File: src/rtl/ahb_lite_pkg.sv
// ahb_lite_pkg
// Shared AHB-Lite encodings and the loader FSM state type.
//   HTRANS_IDLE / HTRANS_NONSEQ : transfer type encodings used by the loader
//   HSIZE_WORD, HBURST_SINGLE   : fixed transfer shape (single 32-bit word)
//   HPROT_DATA                  : privileged data access
//   loader_state_e              : ahb_stream_loader FSM states
package ahb_lite_pkg;

    localparam logic [1:0] HTRANS_IDLE   = 2'b00;
    localparam logic [1:0] HTRANS_NONSEQ = 2'b10;
    localparam logic [2:0] HSIZE_WORD    = 3'b010;
    localparam logic [2:0] HBURST_SINGLE = 3'b000;
    localparam logic [3:0] HPROT_DATA    = 4'b0011;

    typedef enum logic [2:0] {
        StIdle,
        StCollect,
        StAddr,
        StData,
        StErr
    } loader_state_e;

endpackage

File: src/rtl/byte_packer.sv
// byte_packer
// Packs accepted bytes little-endian into a 32-bit word (lane 0 = bits 7:0).
// Ports:
//   i_clk, i_rst_n : clock, synchronous active-low reset
//   i_byte         : byte to place in the current lane
//   i_accept       : i_byte is accepted this cycle
//   i_last         : accepted byte is the final byte of the image
//   i_clear        : restart at lane 0 with an empty pack register
//   o_word         : completed word including the byte being accepted, unfilled lanes zero
//   o_word_valid   : o_word is complete this cycle (lane 3 or last byte accepted)
module byte_packer (
    input  logic        i_clk,
    input  logic        i_rst_n,
    input  logic [7:0]  i_byte,
    input  logic        i_accept,
    input  logic        i_last,
    input  logic        i_clear,
    output logic [31:0] o_word,
    output logic        o_word_valid
);

    logic [1:0]  r_lane;
    logic [31:0] r_pack;
    logic [31:0] w_merged;
    logic [31:0] w_fill_mask;

    // Word is presented combinationally so the owner can capture it on the
    // same edge that accepts its final byte.
    always_comb begin
        w_merged = r_pack;
        unique case (r_lane)
            2'd0: w_merged[7:0]   = i_byte;
            2'd1: w_merged[15:8]  = i_byte;
            2'd2: w_merged[23:16] = i_byte;
            2'd3: w_merged[31:24] = i_byte;
            default: w_merged = r_pack;
        endcase
    end

    // Lanes above the one being written belong to no byte of a short final word.
    always_comb begin
        w_fill_mask = 32'hFFFF_FFFF;
        unique case (r_lane)
            2'd0: w_fill_mask = 32'h0000_00FF;
            2'd1: w_fill_mask = 32'h0000_FFFF;
            2'd2: w_fill_mask = 32'h00FF_FFFF;
            2'd3: w_fill_mask = 32'hFFFF_FFFF;
            default: w_fill_mask = 32'hFFFF_FFFF;
        endcase
    end

    assign o_word       = w_merged & w_fill_mask;
    assign o_word_valid = i_accept && (i_last || (r_lane == 2'd3));

    always_ff @(posedge i_clk) begin
        if (!i_rst_n) begin
            r_lane <= 2'd0;
            r_pack <= '0;
        end else if (i_clear || o_word_valid) begin
            r_lane <= 2'd0;
            r_pack <= '0;
        end else if (i_accept) begin
            r_lane <= r_lane + 2'd1;
            r_pack <= w_merged;
        end
    end

endmodule

File: src/rtl/ahb_stream_loader.sv
// ahb_stream_loader
// AHB-Lite write master: packs a byte stream into words and writes them as
// single NONSEQ word transfers to consecutive addresses from BASE_ADDR.
// Ports:
//   HCLK, HRESETn          : clock, synchronous active-low reset
//   start                  : pulse to begin a load (ignored while busy)
//   s_data/s_valid/s_last  : byte stream in; s_ready out
//   HADDR..HWDATA          : AHB-Lite master outputs (all registered)
//   HREADY, HRESP          : selected slave response
//   busy, done, error      : status (done is a one-cycle pulse, error is sticky)
//   word_count             : words completed in the current or last load
module ahb_stream_loader
    import ahb_lite_pkg::*;
#(
    parameter logic [31:0] BASE_ADDR = 32'h0000_0000,
    parameter int unsigned MAX_WORDS = 8192
) (
    input  logic        HCLK,
    input  logic        HRESETn,
    input  logic        start,
    input  logic [7:0]  s_data,
    input  logic        s_valid,
    input  logic        s_last,
    output logic        s_ready,
    output logic [31:0] HADDR,
    output logic [1:0]  HTRANS,
    output logic        HWRITE,
    output logic [2:0]  HSIZE,
    output logic [2:0]  HBURST,
    output logic [3:0]  HPROT,
    output logic [31:0] HWDATA,
    input  logic        HREADY,
    input  logic        HRESP,
    output logic        busy,
    output logic        done,
    output logic        error,
    output logic [15:0] word_count
);

    loader_state_e r_state, w_state_d;

    logic [31:0] r_addr, w_addr_d;
    logic        r_last_word, w_last_word_d;
    logic [31:0] r_haddr, w_haddr_d;
    logic [1:0]  r_htrans, w_htrans_d;
    logic        r_hwrite, w_hwrite_d;
    logic [31:0] r_hwdata, w_hwdata_d;
    logic        r_s_ready, w_s_ready_d;
    logic        r_busy, w_busy_d;
    logic        r_done, w_done_d;
    logic        r_error, w_error_d;
    logic [15:0] r_word_count, w_word_count_d;

    logic        w_accept;
    logic        w_clear;
    logic [31:0] w_word;
    logic        w_word_valid;
    logic [15:0] w_count_inc;

    assign w_accept    = (r_state == StCollect) && s_valid;
    assign w_count_inc = r_word_count + 16'd1;

    byte_packer u_packer (
        .i_clk        (HCLK),
        .i_rst_n      (HRESETn),
        .i_byte       (s_data),
        .i_accept     (w_accept),
        .i_last       (s_last),
        .i_clear      (w_clear),
        .o_word       (w_word),
        .o_word_valid (w_word_valid)
    );

    always_comb begin
        w_state_d      = r_state;
        w_addr_d       = r_addr;
        w_last_word_d  = r_last_word;
        w_haddr_d      = r_haddr;
        w_htrans_d     = HTRANS_IDLE;
        w_hwrite_d     = 1'b0;
        w_hwdata_d     = r_hwdata;
        w_busy_d       = r_busy;
        w_done_d       = 1'b0;
        w_error_d      = r_error;
        w_word_count_d = r_word_count;
        w_clear        = 1'b0;

        unique case (r_state)
            StIdle, StErr: begin
                if (start) begin
                    w_state_d      = StCollect;
                    w_addr_d       = BASE_ADDR;
                    w_word_count_d = '0;
                    w_error_d      = 1'b0;
                    w_busy_d       = 1'b1;
                    w_clear        = 1'b1;
                end
            end
            StCollect: begin
                if (w_word_valid) begin
                    w_state_d     = StAddr;
                    w_haddr_d     = r_addr;
                    w_htrans_d    = HTRANS_NONSEQ;
                    w_hwrite_d    = 1'b1;
                    w_hwdata_d    = w_word;
                    w_last_word_d = s_last;
                end
            end
            StAddr: begin
                // Address phase is held until the slave takes it.
                w_htrans_d = HTRANS_NONSEQ;
                w_hwrite_d = 1'b1;
                if (HREADY) begin
                    w_state_d  = StData;
                    w_htrans_d = HTRANS_IDLE;
                    w_hwrite_d = 1'b0;
                end
            end
            StData: begin
                // An error response aborts at its first cycle; the second
                // (HREADY=1) cycle finds the loader already idle on the bus.
                if (HRESP) begin
                    w_state_d = StErr;
                    w_error_d = 1'b1;
                    w_busy_d  = 1'b0;
                end else if (HREADY) begin
                    w_word_count_d = w_count_inc;
                    w_addr_d       = r_addr + 32'd4;
                    if (r_last_word) begin
                        w_state_d = StIdle;
                        w_done_d  = 1'b1;
                        w_busy_d  = 1'b0;
                    end else if ({16'd0, w_count_inc} >= MAX_WORDS) begin
                        w_state_d = StErr;
                        w_error_d = 1'b1;
                        w_busy_d  = 1'b0;
                    end else begin
                        w_state_d = StCollect;
                    end
                end
            end
            default: begin
                w_state_d = StIdle;
                w_busy_d  = 1'b0;
            end
        endcase
    end

    assign w_s_ready_d = (w_state_d == StCollect);

    always_ff @(posedge HCLK) begin
        if (!HRESETn) begin
            r_state      <= StIdle;
            r_addr       <= BASE_ADDR;
            r_last_word  <= 1'b0;
            r_haddr      <= BASE_ADDR;
            r_htrans     <= HTRANS_IDLE;
            r_hwrite     <= 1'b0;
            r_hwdata     <= '0;
            r_s_ready    <= 1'b0;
            r_busy       <= 1'b0;
            r_done       <= 1'b0;
            r_error      <= 1'b0;
            r_word_count <= '0;
        end else begin
            r_state      <= w_state_d;
            r_addr       <= w_addr_d;
            r_last_word  <= w_last_word_d;
            r_haddr      <= w_haddr_d;
            r_htrans     <= w_htrans_d;
            r_hwrite     <= w_hwrite_d;
            r_hwdata     <= w_hwdata_d;
            r_s_ready    <= w_s_ready_d;
            r_busy       <= w_busy_d;
            r_done       <= w_done_d;
            r_error      <= w_error_d;
            r_word_count <= w_word_count_d;
        end
    end

    assign s_ready    = r_s_ready;
    assign HADDR      = r_haddr;
    assign HTRANS     = r_htrans;
    assign HWRITE     = r_hwrite;
    assign HSIZE      = HSIZE_WORD;
    assign HBURST     = HBURST_SINGLE;
    assign HPROT      = HPROT_DATA;
    assign HWDATA     = r_hwdata;
    assign busy       = r_busy;
    assign done       = r_done;
    assign error      = r_error;
    assign word_count = r_word_count;

endmodule
File: config.mk
export PLATFORM = sky130hd
export DESIGN_NAME = ahb_stream_loader
export DESIGN_NICKNAME = d
export VERILOG_FILES = /design/src/rtl/ahb_lite_pkg.sv /design/src/rtl/byte_packer.sv /design/src/rtl/ahb_stream_loader.sv
export SDC_FILE = /design/constraint.sdc
export NUM_CORES = 1
export LEC_CHECK = 0
export CAP_MARGIN = 20
export CORE_MARGIN = 2
export CORE_UTILIZATION = 68
export DETAILED_ROUTE_END_ITERATION = 8
export DONT_BUFFER_PORTS = 1
export GPL_TIMING_DRIVEN = 0
export HOLD_SLACK_MARGIN = 0.08
export PLACE_DENSITY = 0.84
export SYNTH_ARGS = -nofsm -noshare
export SYNTH_HDL_FRONTEND = slang
export SYNTH_SLANG_ARGS = --single-unit
export TNS_END_PERCENT = 20
File: constraint.sdc
create_clock -name HCLK -period 4.4 [get_ports HCLK]
set_clock_uncertainty 0.15 [all_clocks]
set_input_delay 0.66 -clock HCLK [delete_from_list [all_inputs] [get_ports HCLK]]
set_output_delay 0.66 -clock HCLK [all_outputs]
set_load 0.01 [all_outputs]
; ---- After elaboration in Yosys (flattened, before gate mapping)
; Index checks and enable logic that the tools add are counted.
[classes]
mux = 42
reduce_logical = 15
magnitude_cmp = 1
bitwise = 5
n_eq_ne = 15
n_addsub = 3
[op_table]
columns = cell, n
row1 = $pmux 32 s4, 1
row2 = $mux 32, 3
row3 = $pmux 32 s2, 1
row4 = $mux 16, 3
row5 = $add 32x3->32 const B, 1
row6 = $and 32x32->32, 1
row7 = $mux 8, 4
row8 = $pmux 16 s2, 1
row9 = $mux 3, 7
row10 = $add 16x1->16 const B, 1
row11 = $ge 16x14->1 const B, 1
row12 = $mux 1, 15
row13 = $pmux 3 s4, 1
row14 = $ne 3x3->1 const B, 3
row15 = $reduce_and 4->1, 2
row16 = $eq 3x1->1 const B, 2
row17 = $eq 3x2->1 const B, 2
row18 = $ne 2x2->1 const B, 3
row19 = $reduce_or 2->1, 3
row20 = $reduce_and 5->1, 1
row21 = $eq 2x2->1 const B, 2
row22 = $mux 2, 2
row23 = $ne 4x4->1 const B, 1
row24 = $not 1->1, 4
row25 = 13 further kinds, 16
[word_totals]
word_cells = 95
register_bits = 157
inputBits = 15

; ---- Depth between registers and ports, before layout
[logic_depth]
word_depth = 8
mapped_depth = 10
mapped_depth_nobuf = 7

; ---- By module
; Synthesis repeated with hierarchy kept, for this count alone.
[unflattened]
cells_unflattened = 895
hier_area_um2 = 7556.0
[modules_own_cells]
columns = mod, cells_each, area_per_inst_um2, n_inst
row1 = ahb_stream_loader, 644, 5211.2, 1
row2 = byte_packer, 251, 2344.7, 1

; ---- Worst setup path after synthesis
; OpenSTA, ideal clock, no wires.
[synth_path]
path_type = input to register
start = input port HRESP
end = register r_addr[17]
path_slack_ns = 2.013
arrival_ns = 2.110
required_ns = 4.122
path_buffers = 2
cell_stages = 8
cell_sequence = and2b_1 > a31oi_2 > buf_6 > or3_1 > buf_2 > nor4_1 > xnor2_1 > nor2_1
[synth_via]
elab_chain_cells = 2
[synth_rtl]
columns = item, line
row1 = from (decl), ahb_stream_loader.sv:33  ; input logic HRESP,
row2 = $ne 2x2->1 (no line), n/a
row3 = $reduce_and 4->1 (no line), n/a
row4 = to (signal assigned), ahb_stream_loader.sv:167  ; r_addr <= w_addr_d;
row5 = to (decl), ahb_stream_loader.sv:42  ; logic [31:0] r_addr, w_addr_d;
; No other way between the ends.
; A chain may end at the register's enable or synchronous reset.

; ---- Worst setup path after layout
[layout_path]
start = register r_state[0]
end = register u_packer.r_pack[8]
[layout_via]
elab_chain_cells = 5
word_cells_on_any_way = 9
cone_classes = eq/ne: 2 / mux: 1 / reduce/logical: 6
[layout_rtl]
columns = item, line
row1 = from (decl), ahb_stream_loader.sv:40  ; loader_state_e r_state, w_state_d;
row2 = from (signal assigned), ahb_stream_loader.sv:153  ; r_state <= StIdle;
row3 = from (signal assigned), ahb_stream_loader.sv:166  ; r_state <= w_state_d;
row4 = $eq 3x3->1 (tied with other cells), ahb_stream_loader.sv:88  ; unique case (r_state)
row5 = $reduce_or 2->1 / $logic_and 1x1->1 (equally long branches), "ahb_stream_loader.sv:88, ahb_stream_loader.sv:60"
row6 = $mux 1 / $logic_and 1x1->1 (equally long branches), "ahb_stream_loader.sv:88, byte_packer.sv:53"
row7 = $logic_or 1x1->1, byte_packer.sv:59  ; end else if (i_clear || o_word_valid) begin
row8 = $reduce_or 2->1 (no line), n/a
row9 = to (signal assigned), byte_packer.sv:64  ; r_pack <= w_merged;
row10 = to (decl), byte_packer.sv:23  ; logic [31:0] r_pack;
; Several ways; a longest one is shown, not always the timed one.

==> results.md <==
* Post-synth ARST share at 0%
* Initial antenna violation count at 0
* Sink Count at 143
* ANT cells at 0
* Layout cells sized above 1 at 8.903%
* Fin Setup TNS at 0 ns
* Sequential area share after synthesis at 46.40%
* CTS tree: yes
* Via count at 5265
* Core area at 8763 um2
* Synthesized cell area at 6170 um2
* Post-CTS Resized at 0
* Synth unique cells at 48
* Critical Path AT at 2.98 ns
* Setup violations, final at 0
* Post-synthesis simple-gate area fraction at 22.61%
* Rel. slew slack at 57.58%
* Hold_buf cts at 0
* Part of the cycle the worst path needs at 62.10%
* Drt total wl at 14.93 mm
* Clock slew at reported path FFs at 0.06 ns
* RSZ-0062 raised after global routing: no
* Cell count along the critical path at 10
* Root buf cell: clkbuf_8
* Worst setup SP type: flip-flop
* Drt drc at 0
* Post-Synth Adder-Cell Area at 1.217%
* Post-synthesis compound-gate area fraction at 14.58%
* Synth Flop Type: dfxtp_1
* All-layer global routing usage at 30.73%
* Layout area overhead at 11.90%
* Std-Cell Rows at 34
* CP Capture Type: flip-flop
* CP peak stage delay at 0.45 ns
* Buf/Inv on CP at 4
* Number of H-tree levels at 4
* Crit path max-delay family: simple AND/OR/NAND/NOR gates
* Max IR drop VDD at 0.2786 mV
* Cts bufs inserted at 17
* WL/cell at 16.91 um
* Worst Path Max Fanout at 10
* Multiplexer share of the synthesized area at 4.056%
* XOR/XNOR share of the synthesized area at 4.543%
* Synth warnings at 0
* Initial Util at 70.40%
* Antenna-violating nets left at 0
* Critical path cell sequence: buf_6 > nor3b_1 > and2_1 > buf_2 > o21ai_2 > and2_1 > clkbuf_1 > nand2_1 > buf_2 > a21oi_1
* Finished Cell Area at 6904 um2
* Final nets at 784
* Total grt overflow at 0
* Maxcap violations at 0
* Fin. Hold Viols at 0
* Power per standard cell area at 414.1 nW/um2
* HPWL after DPL at 10.21 mm
* Ports at 112
* Max Slew Vio Count at 0
* Period minus WS final at 2.732 ns
* #FFs+latches synth at 143
* Initial drt markers at 328
* WHS Path Cells at 2
* Status: completed
* Pre-Repair DR Iteration Count at 5
* Worst-Skew Late Latency at 0.52 ns
* Vias per std cell at 5.963
* Slowest CP cell: nor3b_1
* Critical path type: flip-flop to flip-flop
* Max Root-Sink Buffers at 2
* Pleak at 2.428 nW
* Worst EP required at 4.65 ns
* Most frequent cells in the layout: 144 x nand2_1, 143 x dfxtp_1, 44 x nor2_1, 44 x a21oi_1, 41 x nand3_1
* Largest family of logic cells by synthesized area: simple AND/OR/NAND/NOR gates
* Fmax at 366.0 MHz
* Die footprint at 9851 um2
* Most common cell after layout, fill and taps aside: nand2_1
* RD Place Congestion at 0.8958
* Tightest Pin Transition at 0.6363 ns
* Die Width at 99.25 um
* Setup Buffers After CTS at 0
* Port Buffers at 0
* First-pass GRT wire length at 24.27 mm
* Avg Cell Area, Syn at 8.417 um2
* Hold WC Path Type: input pin to flip-flop
* Largest net degree at the start of global routing at 17
* Placed Area at 6346 um2
* Die H at 99.25 um
* Number of flops mapped to enable cells by yosys at 0
* Reg2reg path depth at 10
* Vias in the first global route at 5104
* Mapped Cells at 733
report_power, final:
group          switching, mW  total [mW]  internal (mW)
Combinational          0.117       0.176         0.0595
Sequential            0.0168        1.33           1.31
Clock                  0.553        1.36          0.804
kinds of logic (layout without fill, tap and decap cells):
kind of cell | after synthesis | count (layout)
AND/OR/NAND/NOR | 302 | 302
AO/OA/AOI/OAI | 141 | 141
adder cells (fa/ha/maj) | 6 | 6
XOR/XNOR | 32 | 32
other | 2 | 13
buffers and inverters | 82 | 113
flip-flops | 143 | 143
multiplexers | 25 | 25
through the flow:
step / cells / hold WS, ns / power [mW] / util (%) / worst slack (ns)
after floorplan: 744 / 0.2857 / 1.481 / - / 2.013
after global placement: 852 / 0.2913 / 1.519 / 72.42 / 1.831
after detailed placement: 852 / 0.2973 / 1.524 / 72.42 / 1.726
after CTS: 883 / 0.1370 / 2.861 / 78.78 / 1.705
after global routing: 883 / 0.1407 / 2.935 / 78.78 / 1.524
final: 883 / 0.1526 / 2.859 / 78.78 / 1.668
worst paths after layout:
kind | start | to | slack, ns
min | s_data[7] | HWDATA[31]$_SDFFE_PN0P_ | 0.15
max | r_state[0]$_SDFF_PN0_ | u_packer.r_pack[8]$_SDFFE_PP0P_ | 1.67
max reg2reg | r_state[0]$_SDFF_PN0_ | u_packer.r_pack[8]$_SDFFE_PP0P_ | 1.67
min reg2reg | u_packer.r_pack[22]$_SDFFE_PP0P_ | u_packer.r_pack[22]$_SDFFE_PP0P_ | 0.31
sequential cells by signal, indices dropped and copies added (netlist names):
register / cells
r_addr: 30
HTRANS: 1
error: 1
done: 1
r_state: 3
s_ready: 1
u_packer.r_pack: 24
word_count: 16
r_last_word: 1
busy: 1
HADDR: 30
u_packer.r_lane: 2
HWDATA: 32
cell usage after synthesis, drive strengths merged (3+ instances only):
library cell | instances | area share [%]
ha | 6 | 1.2
inv | 15 | 0.91
clkbuf | 28 | 1.7
dfxtp | 143 | 46
xnor2 | 26 | 3.7
xor2 | 6 | 0.85
a22o | 7 | 0.99
nor2b | 5 | 0.51
or3 | 10 | 1.1
and3 | 6 | 0.61
buf | 39 | 3.9
nor2 | 44 | 2.7
nand3 | 41 | 3.3
o21ai | 36 | 3.0
o211a | 8 | 1.3
nand4 | 15 | 1.5
a21oi | 44 | 3.6
nor3b | 3 | 0.55
and2 | 5 | 0.51
a21boi | 34 | 4.1
a31oi | 3 | 0.41
and4 | 3 | 0.43
nor4 | 8 | 0.91
mux2i | 25 | 4.1
nand2 | 144 | 8.8
nor3 | 11 | 0.89
final cells by class:
| cell class | count | area, um2 |
|---|---|---|
| Fill cell | 611 | 1859 |
| Tap cell | 108 | 135.1 |
| Buffer | 67 | 342.8 |
| Clock buffer | 18 | 417.9 |
| Inverter | 15 | 56.30 |
| Sequential cell | 143 | 2863 |
| Clock inverter | 13 | 140.1 |
| Multi-Input combinational cell | 519 | 2949 |
layer usage:
layer	wire length, um	GRT usage, %	share of wire [%]
met1	5638	34.57	38
met2	7833	54.52	52
met3	1104	7.800	7.4
met4	352	14.23	2.4
met5	0	0	0
worst reg2reg max path: stages (launching register included):
cell and delay [ns]:
dfxtp_1 0.33, buf_6 0.14, nor3b_1 0.45, and2_1 0.19
buf_2 0.18, o21ai_2 0.16, and2_1 0.20, clkbuf_1 0.20
nand2_1 0.27, buf_2 0.28, a21oi_1 0.07
(Power assumes the default switching activity.)
